===== src/rtl/fetch_unit.sv =====
// Instruction-fetch stage: owns the PC, fetches from instruction memory and
// hands each instruction word to decode over a valid/ready handshake.
module fetch_unit #(
    parameter logic [31:0] RESET_PC = 32'h0000_0000,
    parameter int          MAX_WAIT = 16
) (
    input  logic        clk,
    input  logic        rst,
    input  logic [31:0] next_pc,
    input  logic        pc_load,
    output logic [31:0] pc,
    output logic [31:0] imem_addr,
    output logic        imem_req,
    input  logic        imem_ack,
    input  logic [31:0] imem_rdata,
    output logic [31:0] instr,
    output logic        instr_valid,
    input  logic        decode_ready,
    output logic [15:0] branch_label,
    output logic [25:0] jmp_label,
    output logic [31:0] instr_count,
    output logic        fetch_err
);

    // Handshake: a transfer happens on any rising edge where instr_valid and
    // decode_ready are both high; instr is stable while instr_valid is high.

    typedef enum logic [1:0] {
        ST_IDLE  = 2'd0,
        ST_FETCH = 2'd1,
        ST_HOLD  = 2'd2,
        ST_WAIT  = 2'd3
    } state_t;

    localparam logic [7:0] WAIT_LAST = 8'(MAX_WAIT - 1);

    state_t      state_q, state_d;
    logic [31:0] pc_q, pc_d;
    logic [31:0] instr_q, instr_d;
    logic [31:0] instr_count_q, instr_count_d;
    logic        fetch_err_q, fetch_err_d;
    logic [7:0]  wait_cnt_q, wait_cnt_d;

    logic        timeout;

    // An ack on the last allowed cycle wins over the timeout.
    assign timeout = (state_q == ST_FETCH) && !imem_ack && (wait_cnt_q == WAIT_LAST);

    always_ff @(posedge clk) begin
        if (rst) begin
            state_q       <= ST_IDLE;
            pc_q          <= RESET_PC;
            instr_q       <= 32'h0;
            instr_count_q <= 32'h0;
            fetch_err_q   <= 1'b0;
            wait_cnt_q    <= 8'h0;
        end else begin
            state_q       <= state_d;
            pc_q          <= pc_d;
            instr_q       <= instr_d;
            instr_count_q <= instr_count_d;
            fetch_err_q   <= fetch_err_d;
            wait_cnt_q    <= wait_cnt_d;
        end
    end

    always_comb begin
        state_d = state_q;
        case (state_q)
            ST_IDLE:  state_d = ST_FETCH;
            ST_FETCH: begin
                if (imem_ack)     state_d = ST_HOLD;
                else if (timeout) state_d = ST_IDLE;
            end
            ST_HOLD:  if (decode_ready) state_d = ST_WAIT;
            ST_WAIT:  if (pc_load)      state_d = ST_FETCH;
            default:  state_d = ST_IDLE;
        endcase
    end

    always_comb begin
        pc_d          = pc_q;
        instr_d       = instr_q;
        instr_count_d = instr_count_q;
        fetch_err_d   = fetch_err_q;
        wait_cnt_d    = wait_cnt_q;
        case (state_q)
            ST_FETCH: begin
                if (imem_ack) begin
                    instr_d    = imem_rdata;
                    wait_cnt_d = 8'h0;
                end else if (timeout) begin
                    fetch_err_d = 1'b1;
                    wait_cnt_d  = 8'h0;
                end else begin
                    wait_cnt_d = wait_cnt_q + 8'h1;
                end
            end
            ST_HOLD: begin
                if (decode_ready) instr_count_d = instr_count_q + 32'h1;
            end
            ST_WAIT: begin
                if (pc_load) pc_d = next_pc;
            end
            default: ;
        endcase
    end

    always_comb begin
        imem_req    = (state_q == ST_FETCH);
        instr_valid = (state_q == ST_HOLD);
    end

    assign pc           = pc_q;
    assign imem_addr    = pc_q;
    assign instr        = instr_q;
    assign branch_label = instr_q[15:0];
    assign jmp_label    = instr_q[25:0];
    assign instr_count  = instr_count_q;
    assign fetch_err    = fetch_err_q;

endmodule


===== config.mk =====
export PLATFORM = sky130hd
export DESIGN_NAME = fetch_unit
export DESIGN_NICKNAME = d
export VERILOG_FILES = /design/src/rtl/fetch_unit.sv
export SDC_FILE = /design/constraint.sdc
export NUM_CORES = 1
export LEC_CHECK = 0
export ABC_AREA = 1
export BUFFER_PORTS_ARGS = -buffer_cell sky130_fd_sc_hd__buf_2
export CAP_MARGIN = 20
export CORE_MARGIN = 2
export CORE_UTILIZATION = 47
export CTS_BUF_LIST = sky130_fd_sc_hd__clkbuf_16
export DETAILED_ROUTE_END_ITERATION = 7
export GPL_ROUTABILITY_DRIVEN = 0
export PLACE_DENSITY = 0.81
export RECOVER_POWER = 25
export SLEW_MARGIN = 20
export SYNTH_ARGS = -nofsm -noshare
export SYNTH_HDL_FRONTEND = slang
export SYNTH_SLANG_ARGS = --single-unit

===== constraint.sdc =====
create_clock -name clk -period 1.69 [get_ports clk]
set_input_delay 0.338 -clock clk [delete_from_list [all_inputs] [get_ports clk]]
set_output_delay 0.338 -clock clk [all_outputs]
set_load 0.005 [all_outputs]

==> results.sh, run 1 <==
export IMPL_hold_slack_ps=235.9
export IMPL_yosys_warnings=0
export IMPL_synthTopCellsByCount="nor2_1 (190), dfxtp_1 (107), o21ai_0 (81)"
export IMPL_syn2layout_area_growth_pct=22.90
export IMPL_power_leakage_uw=0.003008
export IMPL_grt_pass1_wl_um=20650
export IMPL_diodes=0
export IMPL_required_ps=1920
export IMPL_die_area_um2=11560
export IMPL_ioPinCount=242
export IMPL_io_buffers=241
export IMPL_arrival_ps=1740
export IMPL_syn_inst=714
export IMPL_dp_cells=1007
export IMPL_fill_cells=988
export IMPL_post_cts_buffers=0
export IMPL_final_setup_viol_count=0
export IMPL_cts_tree="yes"
export IMPL_synth_edf_count=0
export IMPL_antenna_found_initial=1
export IMPL_grt_pass1_vias=4304
export IMPL_clock_skew_ps=11.48
export IMPL_cts_sinks=107
export IMPL_stdcell_count=1024
export IMPL_outcome="finished, final reports clean"
export IMPL_post_synth_top_count_cell="nor2_1"
export IMPL_max_slew_margin_pct=68.16
export IMPL_cts_max_level=3
export IMPL_crit_start="wait_cnt_q[0]"
export IMPL_ys_seq_elements=107
export IMPL_synth_top_area_cell="dfxtp_1"
export IMPL_worstMarginPinSlew_ps=473.9
export IMPL_ir_drop_uv=578.5
export IMPL_overflow=0
export IMPL_tns_ps=0
export IMPL_netlist_area_leader_share_pct=42.51
export IMPL_drtIter0Drc=278
export IMPL_grt_busiest_layer="met2"
export IMPL_fin_crit_ps=1512
export IMPL_drt_total_wl_um=13210
export IMPL_grt_use_total_pct=22.29
export IMPL_insertion_delay_ps=340
export IMPL_clkTransAtPathRegs_ps=80
export IMPL_wl_per_cell_um=12.90
export IMPL_vias_per_cell=4.873
export IMPL_synthTopCellsByArea="dfxtp_1 (43%), nor2_1 (14%), buf_4 (11%), o21ai_0 (8.0%), nand2_1 (5.7%)"
export IMPL_vias=4990
export IMPL_drt_pass1_iter_count=5
export IMPL_fmax_ghz=0.6613
export IMPL_netlist_area_um2=5039
export IMPL_p_per_area_nw_per_um2=998.6
export IMPL_setup_worst_path_start_class="flop"
export IMPL_cap_violations=0
export IMPL_nets=957
export IMPL_drc=0
export IMPL_start_util_pct=48.59
export IMPL_hold_viol_final=0
export IMPL_ys_seq_area_share_pct=42.51
export IMPL_finalPower_uw=6183
export IMPL_gr_usage_met2_pct=38.14
export IMPL_synth_cell_types=28
export IMPL_die_h_um=107.5
export IMPL_synthFlopType="dfxtp_1"
export IMPL_root_buffer="clkbuf_16"
export IMPL_worstHoldStart="imem_rdata[25]"
export IMPL_cts_buffer_depth=2
export IMPL_core_um2=10370
export IMPL_dpl_hpwl_um=9951
export IMPL_cp_max_fo=5
export IMPL_grtUsageMet3_pct=5.145
export IMPL_final_max_slew_viol_count=0
export IMPL_numCtsBuffers=9
export IMPL_r2r_start="wait_cnt_q[0]"
export IMPL_syn_avg_cell_area_um2=7.057
export IMPL_layout_drive_gt1_share_pct=30.07
export IMPL_async_flop_share_pct=0
export IMPL_worstSetupPathType="reg -> reg"
export IMPL_antenna_left=0
export IMPL_hp_class="in -> reg"
export IMPL_chipWidth_um=107.5
export IMPL_rows=37
export IMPL_crit_path_end_kind="flop"
export IMPL_grt_use_met1_pct=26.87
export IMPL_grt_max_degree=38
export IMPL_finalCritPeriodShare_pct=89.47
export IMPL_synth_net_count=788
==> repair_timing <==
action	CTS	global route
gates resized for setup	0	10
setup endpoints to repair	0	25
hold buffers	0	0
==> placed cells by master (no fill, tap or decap), drive strengths merged <==
cell type	count
xor2	1
bufinv	1
a221oi	1
o21bai	2
nor2	198
inv	63
buf	230
o21a	3
o21ai	82
nand2	79
nand4	11
clkinv	4
a31oi	1
ha	5
nor3	7
a21oi	22
dfxtp	107
clkbuf	34
o22ai	1
nand3	35
xnor2	1
==> sequential cells by signal (all words and copies together), names as in the netlist <==
name	cells
fetch_err	1
imem_addr	32
instr	32
instr_count	32
state_q	2
wait_cnt_q	8
==> per-stage QoR <==
stage               utilization (%)  cell area, µm²  worst slack, ps
global route                  59.71            6192          -0.6020
floorplan                         -            5039            216.1
finish                        59.71            6192            177.9
CTS                           59.69            6190            59.56
global placement              56.79            5889            99.74
detailed placement            56.79            5889            60.24
==> worst paths after layout <==
path / to / slack, ps / depth (start not counted)
min reg2reg: fetch_err / 470 / 2
max reg2reg: state_q[1] / 180 / 6
min: instr[25] / 240 / 3
max: state_q[1] / 180 / 6
==> worst max-delay path, stage by stage (launching register included) <==
cell	delay, ps
dfxtp_1	400
ha_1	220
nand3_1	120
o21ai_0	290
nand2_1	130
o21ai_0	200
nor2_1	60
==> cell families (layout without fill, tap and decap cells) <==
logic type,Yosys count,count (layout),share of synthesized area (%)
simple gates,329,330,26.84
buf+inv,159,332,17.56
compound gates,112,112,11.50
flops,107,107,42.51
fa+ha+maj,5,5,1.242
xor+xnor,2,2,0.3477
==> power by group <==
part | total [µW] | switching, µW | internal, µW
registers | 2890 | 165 | 2730
clock network | 2120 | 957 | 1160
logic | 1180 | 629 | 547
==> final cells by class <==
type,instances,area [µm²],area share [%]
Inverter,61,229.0,3.698
Multi-Input combinational cell,449,2043,33.00
Clock buffer,9,225.2,3.637
Tap cell,136,170.2,2.748
Sequential cell,107,2145,34.63
Clock inverter,7,75.07,1.212
Timing Repair Buffer,255,1305,21.07
==> routing by layer <==
layer | up-vias | part of all wire [%]
li1 | 2539 | -
met1 | 2228 | 40
met2 | 190 | 50
met3 | 31 | 6.8
met4 | 2 | 3.0
met5 | - | 0.098
Power figures use the tool's default switching activity.
==> run 2: changes to the inputs <==
--- a/config.mk
+++ b/config.mk
@@ -6,14 +6,14 @@
 export NUM_CORES = 1
 export LEC_CHECK = 0
 export ABC_AREA = 1
-export BUFFER_PORTS_ARGS = -buffer_cell sky130_fd_sc_hd__buf_2
 export CAP_MARGIN = 20
 export CORE_MARGIN = 2
-export CORE_UTILIZATION = 47
+export CORE_UTILIZATION = 60
 export CTS_BUF_LIST = sky130_fd_sc_hd__clkbuf_16
 export DETAILED_ROUTE_END_ITERATION = 7
+export DONT_BUFFER_PORTS = 1
 export GPL_ROUTABILITY_DRIVEN = 0
-export PLACE_DENSITY = 0.81
+export PLACE_DENSITY = 0.76
 export RECOVER_POWER = 25
 export SLEW_MARGIN = 20
 export SYNTH_ARGS = -nofsm -noshare
==> results.sh, run 2 (synthesized netlist as in run 1, its figures left out) <==
export IMPL_required_ps=1920
export IMPL_fill_cells=741
export IMPL_antenna_left=0
export IMPL_layout_common_cells="nor2_1 (186), dfxtp_1 (107), o21ai_0 (80), nand2_1 (77), inv_1 (58)"
export IMPL_insertion_delay_ps=340
export IMPL_crit_path_end_kind="flop"
export IMPL_max_slew_margin_pct=63.12
export IMPL_cts_buffer_depth=2
export IMPL_wl_per_cell_um=16.14
export IMPL_cts_tree="yes"
export IMPL_cts_max_level=3
export IMPL_dp_cells=736
export IMPL_dpl_hpwl_um=9012
export IMPL_start_util_pct=61.63
export IMPL_worstSetupPathType="reg -> reg"
export IMPL_mostFrequentLayoutCell="nor2_1"
export IMPL_ir_drop_uv=509.1
export IMPL_finalPower_uw=5830
export IMPL_root_buffer="clkbuf_16"
export IMPL_place_area_um2=4639
export IMPL_overflow=0
export IMPL_clkTransAtPathRegs_ps=80
export IMPL_numCtsBuffers=9
export IMPL_syn2layout_area_growth_pct=-0.7947
export IMPL_grt_use_total_pct=25.27
export IMPL_cts_sinks=107
export IMPL_die_area_um2=9147
export IMPL_power_leakage_uw=0.001926
export IMPL_fin_area_um2=4999
export IMPL_io_buffers=0
export IMPL_core_um2=8175
export IMPL_final_setup_viol_count=0
export IMPL_vias_per_cell=5.460
export IMPL_setup_worst_path_start_class="flop"
export IMPL_grt_pass1_wl_um=18000
export IMPL_antenna_found_initial=1
export IMPL_die_h_um=95.64
export IMPL_hp_class="in -> reg"
export IMPL_layout_drive_gt1_share_pct=7.858
export IMPL_p_per_area_nw_per_um2=1166
export IMPL_nets=718
export IMPL_vias=4122
export IMPL_drt_total_wl_um=12180
export IMPL_grt_pass1_vias=3686
export IMPL_cp_max_fo=6
export IMPL_finalCritPeriodShare_pct=92.71
export IMPL_outcome="finished, final reports clean"
export IMPL_drtIter0Drc=215
export IMPL_fmax_ghz=0.6382
export IMPL_drt_pass1_iter_count=4
export IMPL_ioPinCount=242
export IMPL_worstMarginPinSlew_ps=549.0
export IMPL_arrival_ps=1800
export IMPL_hold_viol_final=0
export IMPL_clock_skew_ps=9.461
export IMPL_grt_max_degree=93
export IMPL_chipWidth_um=95.64
export IMPL_cap_violations=0
export IMPL_cts_hold_buf=0
export IMPL_place_ws_ps=28.24
export IMPL_stdcell_count=755
export IMPL_fin_crit_ps=1567
export IMPL_drc=0
export IMPL_rows=33
export IMPL_final_max_slew_viol_count=0
export IMPL_fin_ws_ps=123.1
-- run 2: cell types whose count changed in the layout (fill, tap and decap cells not counted), sizes merged --
cell    change
inv         +3
clkinv      -3
buf       -214
diode       +1
clkbuf     -25
-- run 2: area by class of cell --
type / instances / area (µm²) / area share, %
repair buffers: 16 / 136.4 / 2.728
clock inverters: 7 / 81.33 / 1.627
multi-input cells: 449 / 2048 / 40.98
clock buffers: 9 / 225.2 / 4.506
well taps: 105 / 131.4 / 2.628
diodes: 1 / 2.502 / 0.05006
inverters: 61 / 231.5 / 4.631
flip-flops and latches: 107 / 2142 / 42.85
-- run 2: critical path: stages (launching register included) --
cell and delay [ps]:
dfxtp_1 350, inv_1 80, ha_1 210, nand2_4 110, nor2_2 150, nand3_2 120
nor2_4 170, nand2_1 100, o21ai_1 120, nor2_1 50
-- run 2: timing repair --
item / in CTS / in global routing
gates resized for setup: 0 / 12
endpoints found under the setup margin: 0 / 23
setup buffers: 0 / 1
-- run 2: through the flow --
step	hold slack (ps)	TNS (ps)	utilization, %
after global placement	409.8	0	56.75
after floorplan	453.1	0	-
final	68.88	0	61.14
after detailed placement	413.6	0	56.75
after CTS	55.88	0	60.50
after global routing	47.60	-13.89	61.14
-- run 2: worst paths after layout --
| kind | depth (start not counted) | startpoint | slack (ps) | end |
|---|---|---|---|---|
| max | 9 | state_q[0] | 120 | instr_count[19] |
| min | 1 | rst | 70 | instr_count[7] |
| max reg2reg | 9 | state_q[0] | 120 | instr_count[19] |
| min reg2reg | 2 | instr_count[6] | 490 | instr_count[6] |
-- run 2: power breakdown --
group          switching (µW)  internal [µW]  leakage [µW]
registers                 284           2720      0.000868
clock network             980           1180      0.000153
logic                     417            246      0.000905
-- run 2: routing by layer --
metal / vias to the layer above / share of wire, % / track usage (%)
met5: - / 0 / 0
met4: 0 / 0.54 / 9.048
met3: 10 / 9.2 / 8.933
met2: 147 / 52 / 44.76
met1: 1907 / 38 / 27.77
li1: 2058 / - / -
==> run 3: changes to the inputs <==
--- a/config.mk
+++ b/config.mk
@@ -15,6 +15,7 @@
 export GPL_ROUTABILITY_DRIVEN = 0
 export PLACE_DENSITY = 0.76
 export RECOVER_POWER = 25
+export SETUP_SLACK_MARGIN = 0.4
 export SLEW_MARGIN = 20
 export SYNTH_ARGS = -nofsm -noshare
 export SYNTH_HDL_FRONTEND = slang
==> results.sh, run 3 (synthesized netlist as in run 1, its figures left out) <==
export IMPL_power_leakage_uw=0.001953
export IMPL_cp_depth=10
export IMPL_cts_buffer_depth=2
export IMPL_drt_pass1_iter_count=4
export IMPL_p_per_area_nw_per_um2=1108
export IMPL_tns_ps=0
export IMPL_endpoint="instr_count[27]"
export IMPL_fin_area_um2=5304
export IMPL_start_util_pct=61.63
export IMPL_cp_slowest_cell="dfxtp_2"
export IMPL_ir_drop_uv=585.6
export IMPL_layout_drive_gt1_share_pct=15.01
export IMPL_worstMarginPinSlew_ps=333.6
export IMPL_syn2layout_area_growth_pct=5.265
export IMPL_rsz0062_at_grt="true"
export IMPL_final_setup_viol_count=0
export IMPL_cap_violations=0
export IMPL_antenna_left=0
export IMPL_mostFrequentLayoutCell="nor2_1"
export IMPL_drc=0
export IMPL_die_h_um=95.64
export IMPL_highest_layer="met4"
export IMPL_wl_met2_um=6323
export IMPL_nets=723
export IMPL_r2r_start="state_q[0]"
export IMPL_vias=4219
export IMPL_final_max_slew_viol_count=0
export IMPL_root_buffer="clkbuf_16"
export IMPL_drtIter0Drc=173
export IMPL_layout_common_cells="nor2_1 (175), dfxtp_1 (98), nand2_1 (71), o21ai_0 (61), inv_1 (53)"
export IMPL_numCtsBuffers=9
export IMPL_reg2reg_depth=10
export IMPL_crit_path_end_kind="flop"
export IMPL_dr_wl_met3_um=1237
export IMPL_crit_family="simple AND/OR/NAND/NOR gates"
export IMPL_fmax_ghz=0.6637
export IMPL_grt_use_total_pct=25.85
export IMPL_cts_max_level=3
export IMPL_max_stage_delay_ps=340
export IMPL_path_common_cell="nor2_4"
export IMPL_reg2reg_slack_ps=180
export IMPL_drt_total_wl_um=12700
export IMPL_required_ps=1970
export IMPL_crit_start="state_q[0]"
export IMPL_setup_worst_path_start_class="flop"
export IMPL_grt_pass1_wl_um=18350
export IMPL_hp_class="in -> reg"
export IMPL_cts_sinks=107
export IMPL_finalCritPeriodShare_pct=89.15
export IMPL_r2r_end="instr_count[27]"
export IMPL_die_area_um2=9147
export IMPL_diodes=0
export IMPL_max_slew_margin_pct=77.76
export IMPL_grt_pass1_vias=3849
export IMPL_wl_met1_um=4847
export IMPL_hold_viol_final=0
export IMPL_core_um2=8175
export IMPL_cp_max_fo=8
export IMPL_place_area_um2=4701
export IMPL_fin_crit_ps=1507
export IMPL_path_cells="inv_2, ha_4, nand2_8, nor2_4, nand3_4, nor2_4, nand3_1, nand2_1, inv_1, nor2_2"
export IMPL_chipWidth_um=95.64
export IMPL_arrival_ps=1790
export IMPL_clock_skew_ps=11.29
export IMPL_antenna_found_initial=0
export IMPL_dpl_hpwl_um=8645
export IMPL_cp_buffers_inverters=2
export IMPL_wl_per_cell_um=16.75
export IMPL_cts_tree="yes"
export IMPL_worstSetupPathType="reg -> reg"
export IMPL_ioPinCount=242
export IMPL_insertion_delay_ps=340
export IMPL_outcome="finished, final reports clean"
export IMPL_io_buffers=0
export IMPL_overflow=0
export IMPL_rows=33
export IMPL_vias_per_cell=5.566
export IMPL_grt_max_degree=93
export IMPL_clkTransAtPathRegs_ps=70
export IMPL_cts_hold_buf=0
run 3: cell types whose count changed in the layout (fill, tap and decap cells not counted), moves of 5 or more:
cell,previous run,this run
o21ai_0,80,61
o21ai_1,2,19
nor2_1,186,175
nor2_4,4,14
dfxtp_1,107,98
dfxtp_2,0,6
nand2_1,77,71
nand2_2,1,7
inv_1,58,53
run 3: worst min-delay path by stage:
stage,startpoint,endpoint,cells past startpoint
detailed placement,rst,wait_cnt_q[7],1
finish,rst,instr_count[4],1
global route,rst,instr_count[4],1
CTS,rst,instr_count[4],1
global placement,rst,wait_cnt_q[6],1
floorplan,instr_count[6],instr_count[6],2
run 3: final cells by class:
cell class | count | area (µm²)
Clock buffer | 9 | 225.2
Clock inverter | 6 | 72.57
Fill cell | 711 | 2872
Inverter | 61 | 239.0
Multi-Input combinational cell | 449 | 2233
Sequential cell | 107 | 2161
Tap cell | 105 | 131.4
Timing Repair Buffer | 21 | 241.5
run 3: per-stage QoR:
stage          total power, µW  worst slack (ps)  instances  util [%]  hold WS [ps]
5_1_grt                   6197             83.90        758     64.88         46.56
6_report                  5876             183.4        758     64.88         50.01
4_1_cts                   5860             257.3        750     62.63         48.01
3_3_place_gp              3695             189.4        731     57.50         410.3
3_5_place_dp              3734             147.8        731     57.50         412.5
2_1_floorplan             3801             375.5        714         -         453.1
run 3: where the power goes:
part           internal (µW)  switching, µW
Sequential              2730            284
Combinational            303            453
Clock                   1160            950
Total                   4190           1690
run 3: worst reg2reg max path, delay by kind of cell (launching register included):
| kind | cells | cell delay, ps |
|---|---|---|
| DFF | 1 | 340 |
| adders and majority gates | 1 | 180 |
| buffers and inverters | 2 | 120 |
| and+or+nand+nor | 7 | 830 |
run 3: timing repair:
item                       in CTS  in global routing
hold endpoints to repair        0                  0
setup endpoints to repair     100                105
gates resized for setup        36                 47
pin swaps                       6                  9
buffers inserted                3                  6
cloned                          1                  2
run 3: per-layer routing:
| layer | track usage [%] | vias up |
|---|---|---|
| met5 | 0 | - |
| met4 | 10.95 | 0 |
| met3 | 9.091 | 24 |
| met2 | 43.94 | 193 |
| met1 | 29.33 | 1937 |
| li1 | - | 2065 |
